$ cat config.mk
export PLATFORM = sky130hd
export DESIGN_NAME = ds1302_ctrl
export DESIGN_NICKNAME = d
export VERILOG_FILES = /design/src/rtl/ds1302_pkg.sv /design/src/rtl/ds1302_tick.sv /design/src/rtl/ds1302_ctrl.sv
export SDC_FILE = /design/constraint.sdc
export NUM_CORES = 1
export LEC_CHECK = 0
export CAP_MARGIN = 20
export CORE_UTILIZATION = 52
export DETAILED_ROUTE_END_ITERATION = 6
export PLACE_DENSITY = 0.86
export SYNTH_ARGS = -nofsm -noshare
export SYNTH_HDL_FRONTEND = slang
export SYNTH_SLANG_ARGS = --single-unit
$ cat constraint.sdc
create_clock -name clk -period 3.4 [get_ports clk]
set_input_delay 0.68 -clock clk [delete_from_list [all_inputs] [get_ports clk]]
set_output_delay 0.68 -clock clk [all_outputs]
set_load 0.005 [all_outputs]
$ cat src/rtl/ds1302_pkg.sv
// ds1302_pkg: shared constants for the DS1302 sequencing controller.
//   - register command bytes (write form, read form is addr | 1)
//   - write-protect control values
//   - per-register read masks
//   - controller FSM state encoding
//   - helpers mapping the 3-bit register index (0=sec .. 6=year) to
//     its command byte and read mask
package ds1302_pkg;

  localparam logic [7:0] REG_SEC   = 8'h80;
  localparam logic [7:0] REG_MIN   = 8'h82;
  localparam logic [7:0] REG_HOUR  = 8'h84;
  localparam logic [7:0] REG_DATE  = 8'h86;
  localparam logic [7:0] REG_MONTH = 8'h88;
  localparam logic [7:0] REG_WEEK  = 8'h8A;
  localparam logic [7:0] REG_YEAR  = 8'h8C;
  localparam logic [7:0] REG_CTRL  = 8'h8E;

  localparam logic [7:0] WP_OFF_VAL = 8'h00;
  localparam logic [7:0] WP_ON_VAL  = 8'h80;

  localparam logic [7:0] MASK_SEC   = 8'h7F;
  localparam logic [7:0] MASK_MIN   = 8'h7F;
  localparam logic [7:0] MASK_HOUR  = 8'h3F;
  localparam logic [7:0] MASK_DATE  = 8'h3F;
  localparam logic [7:0] MASK_MONTH = 8'h1F;
  localparam logic [7:0] MASK_WEEK  = 8'h07;
  localparam logic [7:0] MASK_YEAR  = 8'hFF;

  localparam logic [2:0] S_IDLE     = 3'd0;
  localparam logic [2:0] S_WP_OFF   = 3'd1;
  localparam logic [2:0] S_SET_REG  = 3'd2;
  localparam logic [2:0] S_WP_ON    = 3'd3;
  localparam logic [2:0] S_RD_REG   = 3'd4;
  localparam logic [2:0] S_COMMIT   = 3'd5;
  localparam logic [2:0] S_WAIT_ACK = 3'd6;

  localparam logic [2:0] LAST_IDX = 3'd6;

  function automatic logic [7:0] reg_cmd(input logic [2:0] idx);
    case (idx)
      3'd0:    return REG_SEC;
      3'd1:    return REG_MIN;
      3'd2:    return REG_HOUR;
      3'd3:    return REG_DATE;
      3'd4:    return REG_MONTH;
      3'd5:    return REG_WEEK;
      3'd6:    return REG_YEAR;
      default: return REG_CTRL;
    endcase
  endfunction

  function automatic logic [7:0] rd_mask(input logic [2:0] idx);
    case (idx)
      3'd0:    return MASK_SEC;
      3'd1:    return MASK_MIN;
      3'd2:    return MASK_HOUR;
      3'd3:    return MASK_DATE;
      3'd4:    return MASK_MONTH;
      3'd5:    return MASK_WEEK;
      default: return MASK_YEAR;
    endcase
  endfunction

endpackage

$ cat src/rtl/ds1302_tick.sv
// ds1302_tick: free-running interval counter.
//   clk   - system clock
//   rst_n - asynchronous active-low reset (counter to 0)
//   wrap  - high for the single cycle in which count == INTERVAL-1;
//           the counter returns to 0 on the following edge
module ds1302_tick #(
  parameter logic [23:0] INTERVAL = 24'd5_000_000
) (
  input  logic clk,
  input  logic rst_n,
  output logic wrap
);

  logic [23:0] count;

  assign wrap = (count == INTERVAL - 24'd1);

  always_ff @(posedge clk or negedge rst_n) begin
    if (!rst_n)
      count <= '0;
    else if (wrap)
      count <= '0;
    else
      count <= count + 24'd1;
  end

endmodule

$ cat src/rtl/ds1302_ctrl.sv
// ds1302_ctrl: sequences one-byte DS1302 engine commands to keep a BCD
// calendar snapshot refreshed and to load a new time on request.
//   clk, rst_n                  - clock, asynchronous active-low reset
//   set_req / set_time          - load request and BCD {yr,wk,mo,dt,hr,mi,se}
//   cmd_read / cmd_read_ack     - read request to engine and its done pulse
//   cmd_write / cmd_write_ack   - write request to engine and its done pulse
//   read_addr, write_addr       - command bytes for the pending request
//   read_data / write_data      - engine read result / byte to write
//   sec..year                   - committed BCD snapshot
//   time_valid, set_ack, err    - one-cycle status pulses
//   busy                        - a sequence is in progress
module ds1302_ctrl
  import ds1302_pkg::*;
#(
  parameter logic [23:0] READ_INTERVAL = 24'd5_000_000,
  parameter logic [19:0] CMD_TIMEOUT   = 20'd1_000_000
) (
  input  logic        clk,
  input  logic        rst_n,
  input  logic        set_req,
  input  logic [55:0] set_time,
  output logic        cmd_read,
  output logic        cmd_write,
  input  logic        cmd_read_ack,
  input  logic        cmd_write_ack,
  output logic [7:0]  read_addr,
  output logic [7:0]  write_addr,
  input  logic [7:0]  read_data,
  output logic [7:0]  write_data,
  output logic [7:0]  sec,
  output logic [7:0]  min,
  output logic [7:0]  hour,
  output logic [7:0]  date,
  output logic [7:0]  month,
  output logic [7:0]  week,
  output logic [7:0]  year,
  output logic        time_valid,
  output logic        set_ack,
  output logic        busy,
  output logic        err
);

  logic        tick_wrap;
  logic [2:0]  state;
  logic [2:0]  ret_state;
  logic [2:0]  idx;
  logic        set_pend;
  logic        rd_pend;
  logic [55:0] set_buf;
  logic [7:0]  shadow [0:5];
  logic [19:0] timer;
  logic        ack_seen;
  logic [7:0]  rd_byte;
  logic [7:0]  set_byte;

  ds1302_tick #(.INTERVAL(READ_INTERVAL)) u_tick (
    .clk  (clk),
    .rst_n(rst_n),
    .wrap (tick_wrap)
  );

  assign ack_seen = (cmd_read & cmd_read_ack) | (cmd_write & cmd_write_ack);
  assign rd_byte  = read_data & rd_mask(idx);

  // Clock-halt (sec) and 12/24 (hour) bits are always written as 0.
  always_comb begin
    set_byte = set_buf[{idx, 3'b000} +: 8];
    if (idx == 3'd0 || idx == 3'd2)
      set_byte[7] = 1'b0;
  end

  always_ff @(posedge clk or negedge rst_n) begin
    if (!rst_n) begin
      state      <= S_IDLE;
      ret_state  <= S_IDLE;
      idx        <= '0;
      set_pend   <= 1'b0;
      rd_pend    <= 1'b0;
      set_buf    <= '0;
      timer      <= '0;
      cmd_read   <= 1'b0;
      cmd_write  <= 1'b0;
      read_addr  <= '0;
      write_addr <= '0;
      write_data <= '0;
      sec        <= '0;
      min        <= '0;
      hour       <= '0;
      date       <= '0;
      month      <= '0;
      week       <= '0;
      year       <= '0;
      time_valid <= 1'b0;
      set_ack    <= 1'b0;
      busy       <= 1'b0;
      err        <= 1'b0;
      for (int i = 0; i < 6; i++) shadow[i] <= '0;
    end else begin
      time_valid <= 1'b0;
      set_ack    <= 1'b0;
      err        <= 1'b0;

      case (state)
        S_IDLE: begin
          if (set_pend) begin
            set_pend <= 1'b0;
            busy     <= 1'b1;
            state    <= S_WP_OFF;
          end else if (rd_pend) begin
            rd_pend <= 1'b0;
            busy    <= 1'b1;
            idx     <= '0;
            state   <= S_RD_REG;
          end
        end

        S_WP_OFF: begin
          cmd_write  <= 1'b1;
          write_addr <= REG_CTRL;
          write_data <= WP_OFF_VAL;
          // WAIT_ACK always increments idx; 7 rolls over to 0 for sec.
          idx        <= 3'd7;
          ret_state  <= S_SET_REG;
          timer      <= '0;
          state      <= S_WAIT_ACK;
        end

        S_SET_REG: begin
          cmd_write  <= 1'b1;
          write_addr <= reg_cmd(idx);
          write_data <= set_byte;
          ret_state  <= (idx == LAST_IDX) ? S_WP_ON : S_SET_REG;
          timer      <= '0;
          state      <= S_WAIT_ACK;
        end

        S_WP_ON: begin
          cmd_write  <= 1'b1;
          write_addr <= REG_CTRL;
          write_data <= WP_ON_VAL;
          // Returning to IDLE from WAIT_ACK marks the end of a set sequence.
          ret_state  <= S_IDLE;
          timer      <= '0;
          state      <= S_WAIT_ACK;
        end

        S_RD_REG: begin
          cmd_read  <= 1'b1;
          read_addr <= reg_cmd(idx) | 8'h01;
          ret_state <= (idx == LAST_IDX) ? S_COMMIT : S_RD_REG;
          timer     <= '0;
          state     <= S_WAIT_ACK;
        end

        S_WAIT_ACK: begin
          if (ack_seen) begin
            cmd_read  <= 1'b0;
            cmd_write <= 1'b0;
            idx       <= idx + 3'd1;
            state     <= ret_state;
            if (cmd_read) begin
              if (ret_state == S_COMMIT) begin
                // The whole snapshot is published on the COMMIT entry edge
                // so time_valid and the new values appear together one
                // cycle after the last ack.
                sec        <= shadow[0];
                min        <= shadow[1];
                hour       <= shadow[2];
                date       <= shadow[3];
                month      <= shadow[4];
                week       <= shadow[5];
                year       <= rd_byte;
                time_valid <= 1'b1;
              end else begin
                for (int i = 0; i < 6; i++)
                  if (idx == 3'(i)) shadow[i] <= rd_byte;
              end
            end
            if (ret_state == S_IDLE) begin
              set_ack <= 1'b1;
              busy    <= 1'b0;
              rd_pend <= 1'b1;
            end
          end else if (timer == CMD_TIMEOUT - 20'd1) begin
            cmd_read  <= 1'b0;
            cmd_write <= 1'b0;
            err       <= 1'b1;
            busy      <= 1'b0;
            state     <= S_IDLE;
          end else begin
            timer <= timer + 20'd1;
          end
        end

        S_COMMIT: begin
          busy  <= 1'b0;
          state <= S_IDLE;
        end

        default: state <= S_IDLE;
      endcase

      // Requests are recorded after the FSM so a same-cycle wrap or
      // set_req is never lost to IDLE clearing its pending flag.
      if (tick_wrap)
        rd_pend <= 1'b1;
      if (set_req) begin
        set_pend <= 1'b1;
        set_buf  <= set_time;
      end
    end
  end

endmodule

==> out/metrics.yaml <==
critical_path:
  path_class: "register to register"
  cp_max_fo: 18
  endpoint_kind: "register"
  worst-path-buf-inv: 1
  timing.reg2reg.setup_slack_ns: 0.89
  cp_cell_sequence: "nand3b_1, nor4b_2, buf_4, and3_1, mux2_2"
  slowest_stage: "dfrtp_1"
  start_kind: "register"
  critPathTopFamily: "simple AND/OR/NAND/NOR gates"
  slowest_delay_ns: 0.65
  required_ns: 3.81
  critPathArrivalTime_ns: 2.92
sta:
  setup_viol_count_final: 0
  slew_headroom: 0.328
  worstMarginPinSlew_ns: 0.999
  tns_ns: 0
  drv_slew: 0
  layout_setup_ws_ns: 0.891
  skew_ns: 0.0243
  timing.fmax_mhz: 399
  finalCritPeriodShare: 0.738
  fin_crit_ns: 2.51
  rsz0062_at_grt: "no"
  whs_ns: 0.211
  final-hold-violation-count: 0
global_routing:
  grt_pass1_vias: 7373
  grt_pass1_wl_mm: 37.5
  grt_max_degree: 99
  overflow: 0
  antenna_found_initial: 0
  grt_usage: 0.234
placement:
  gp_congestion: 0.858
  dp_slack_ns: 0.601
  port-buffer-count: 147
  hpwl_mm: 15.7
  placed_cell_area_sq_um: 11800
pwr:
  p_per_area_nw_per_um2: 672
  leakage_nw: 5.78
  peakVddDrop_v: 0.000451
  power_mw: 8.49
drt:
  initialDrtViolationCount: 389
  drc: 0
  vias: 7300
  routed_via_density: 5.49
  ant_nets: 0
  wl_per_cell_microns: 17.1
  drtPass1Iterations: 5
  routed_wl_mm: 22.7
worst_hold_path:
  hold_path.class: "input port to async pin"
layout:
  mostFrequentLayoutCell: "dfrtp_1"
  multi_input_area_sq_um: 3940
  num_antenna_cells: 0
  regArea_sq_um: 5930
  stdcell_area_sq_um: 12600
  most-common-layout-cells: "dfrtp_1 (237), nand2_1 (206), clkdlybuf4s50_1 (145)"
  syn_to_final_growth_pct: 24.4
  nets: 1126
  layout-drive-gt1-share: 0.162
  fillCellCount: 1416
die:
  die_w_microns: 142
  dieArea_sq_um: 20100
  ioPinCount: 155
  chipHeight_microns: 142
  rows: 50
  core_area_sq_um: 18900
  start_util: 0.538
logic_synthesis:
  yosysWarnings: 0
  synth_edf_count: 0
  synth-seq-cells: 237
  synthArstFlopShare: 1.00
  seq_area_frac_synth: 0.584
  avgSynthCellArea_sq_um: 11.2
  synth_area_sq_um: 10200
  synth_cell_types: 64
  syn-instance-count: 906
  synthFlopType: "dfrtp_1"
status:
  outcome: "finished clean"
clock_network:
  clk_path_buf_depth: 3
  cts_post_setup_buffers_inserted: 0
  clkTransAtPathRegs_ns: 0.06
  cts_tree: "yes"
  numCtsBuffers: 25
  htreeDepth: 1
  clock_latency_ns: 0.53
  cts_resized: 0
  clock-sinks: 237
  cts_hold_buffers: 0
  cts_root_buf: "clkbuf_16"
job:
  drv_cap: 0
## layout make-up
type	count	share of cell area
clock inverters	13	0.00654
flip-flops and latches	237	0.469
repair buffers	163	0.128
well taps	260	0.0257
multi-input cells	614	0.312
clock buffers	33	0.0559
inverters	9	0.00267
## worst register-to-register path: cells and delay by family (launching register included)
kind                   cells  cell delay (ns)
and+or+nand+nor            3             1.16
DFF                        1             0.65
buffers and inverters      1             0.19
muxes                      1             0.39
## per-layer routing
layer	part of all wire	track usage	vias to the layer above
li1	-	-	3405
met4	0.018	0.0651	0
met2	0.49	0.389	232
met5	0	0	-
met1	0.42	0.304	3632
met3	0.075	0.0597	31
## registers in the layout, summed over array words and instances, names as in the netlist, 20 cells and up
name          flops
set_buf          56
u_tick.count     24
timer            20
shadow           48
## metrics by stage
step | utilization | instances
global placement | 0.627 | 1283
global route | 0.669 | 1329
detailed placement | 0.627 | 1283
finish | 0.669 | 1329
floorplan | - | 912
CTS | 0.669 | 1329
## logic make-up after synthesis
| family | count (synthesis) | synth area share |
|---|---|---|
| buffers and inverters | 61 | 0.0303 |
| and+or+nand+nor | 363 | 0.165 |
| DFF | 237 | 0.584 |
| other | 1 | 0.000369 |
| muxes | 111 | 0.131 |
| adders and majority gates | 8 | 0.00961 |
| AOI/OAI and AO/OA | 105 | 0.0630 |
| xor gates and xnor gates | 20 | 0.0172 |
## synthesized netlist by cell type, drive strengths merged, types with 2 or more instances
cell type  number  area share
a31oi          12      0.0074
o31ai           2      0.0015
o21a            2      0.0015
a41oi           2      0.0017
o211ai          2      0.0015
a21oi          17      0.0084
o21ai          45       0.022
a21o            5      0.0037
xnor2          11      0.0095
mux2i          11       0.011
or4b            2      0.0020
ha              7      0.0086
and4            5      0.0046
dfrtp         237        0.58
nand4          16      0.0099
nand2         206       0.076
xor2            9      0.0078
nor2           43       0.016
and3            9      0.0057
and3b           2      0.0018
or2             2      0.0012
nor4            7      0.0043
nor3           11      0.0059
nand3b          5      0.0037
nor4bb          2      0.0020
mux2           92        0.10
nor2b           9      0.0055
clkbuf         27       0.013
inv             9      0.0033
a22o            8      0.0070
and2           10      0.0062
nand2b          3      0.0018
nand3          25       0.012
nor4b           2      0.0023
mux4            8       0.018
buf            25       0.014
## where the power goes
part / switching (mW) / total [mW] / internal (mW) / leakage (nW)
clock: 1.11 / 2.58 / 1.47 / 0.390
sequential: 0.366 / 3.67 / 3.30 / 3.06
combinational: 1.19 / 2.24 / 1.05 / 2.32
## worst paths after layout
kind                                 startpoint                 endpoint  cells past startpoint
setup / recovery           state[1]$_DFFE_PN0P_   shadow[13]$_DFFE_PN0P_                      5
hold / removal                            rst_n    timer[18]$_DFFE_PN0P_                      1
setup reg to reg           state[1]$_DFFE_PN0P_   shadow[13]$_DFFE_PN0P_                      5
hold reg to reg            month[1]$_DFFE_PN0P_     month[1]$_DFFE_PN0P_                      2
max in group asynchronous                 rst_n  set_buf[40]$_DFFE_PN0P_                      2
min in group clk           month[1]$_DFFE_PN0P_     month[1]$_DFFE_PN0P_                      2
(Power assumes the default switching activity.)
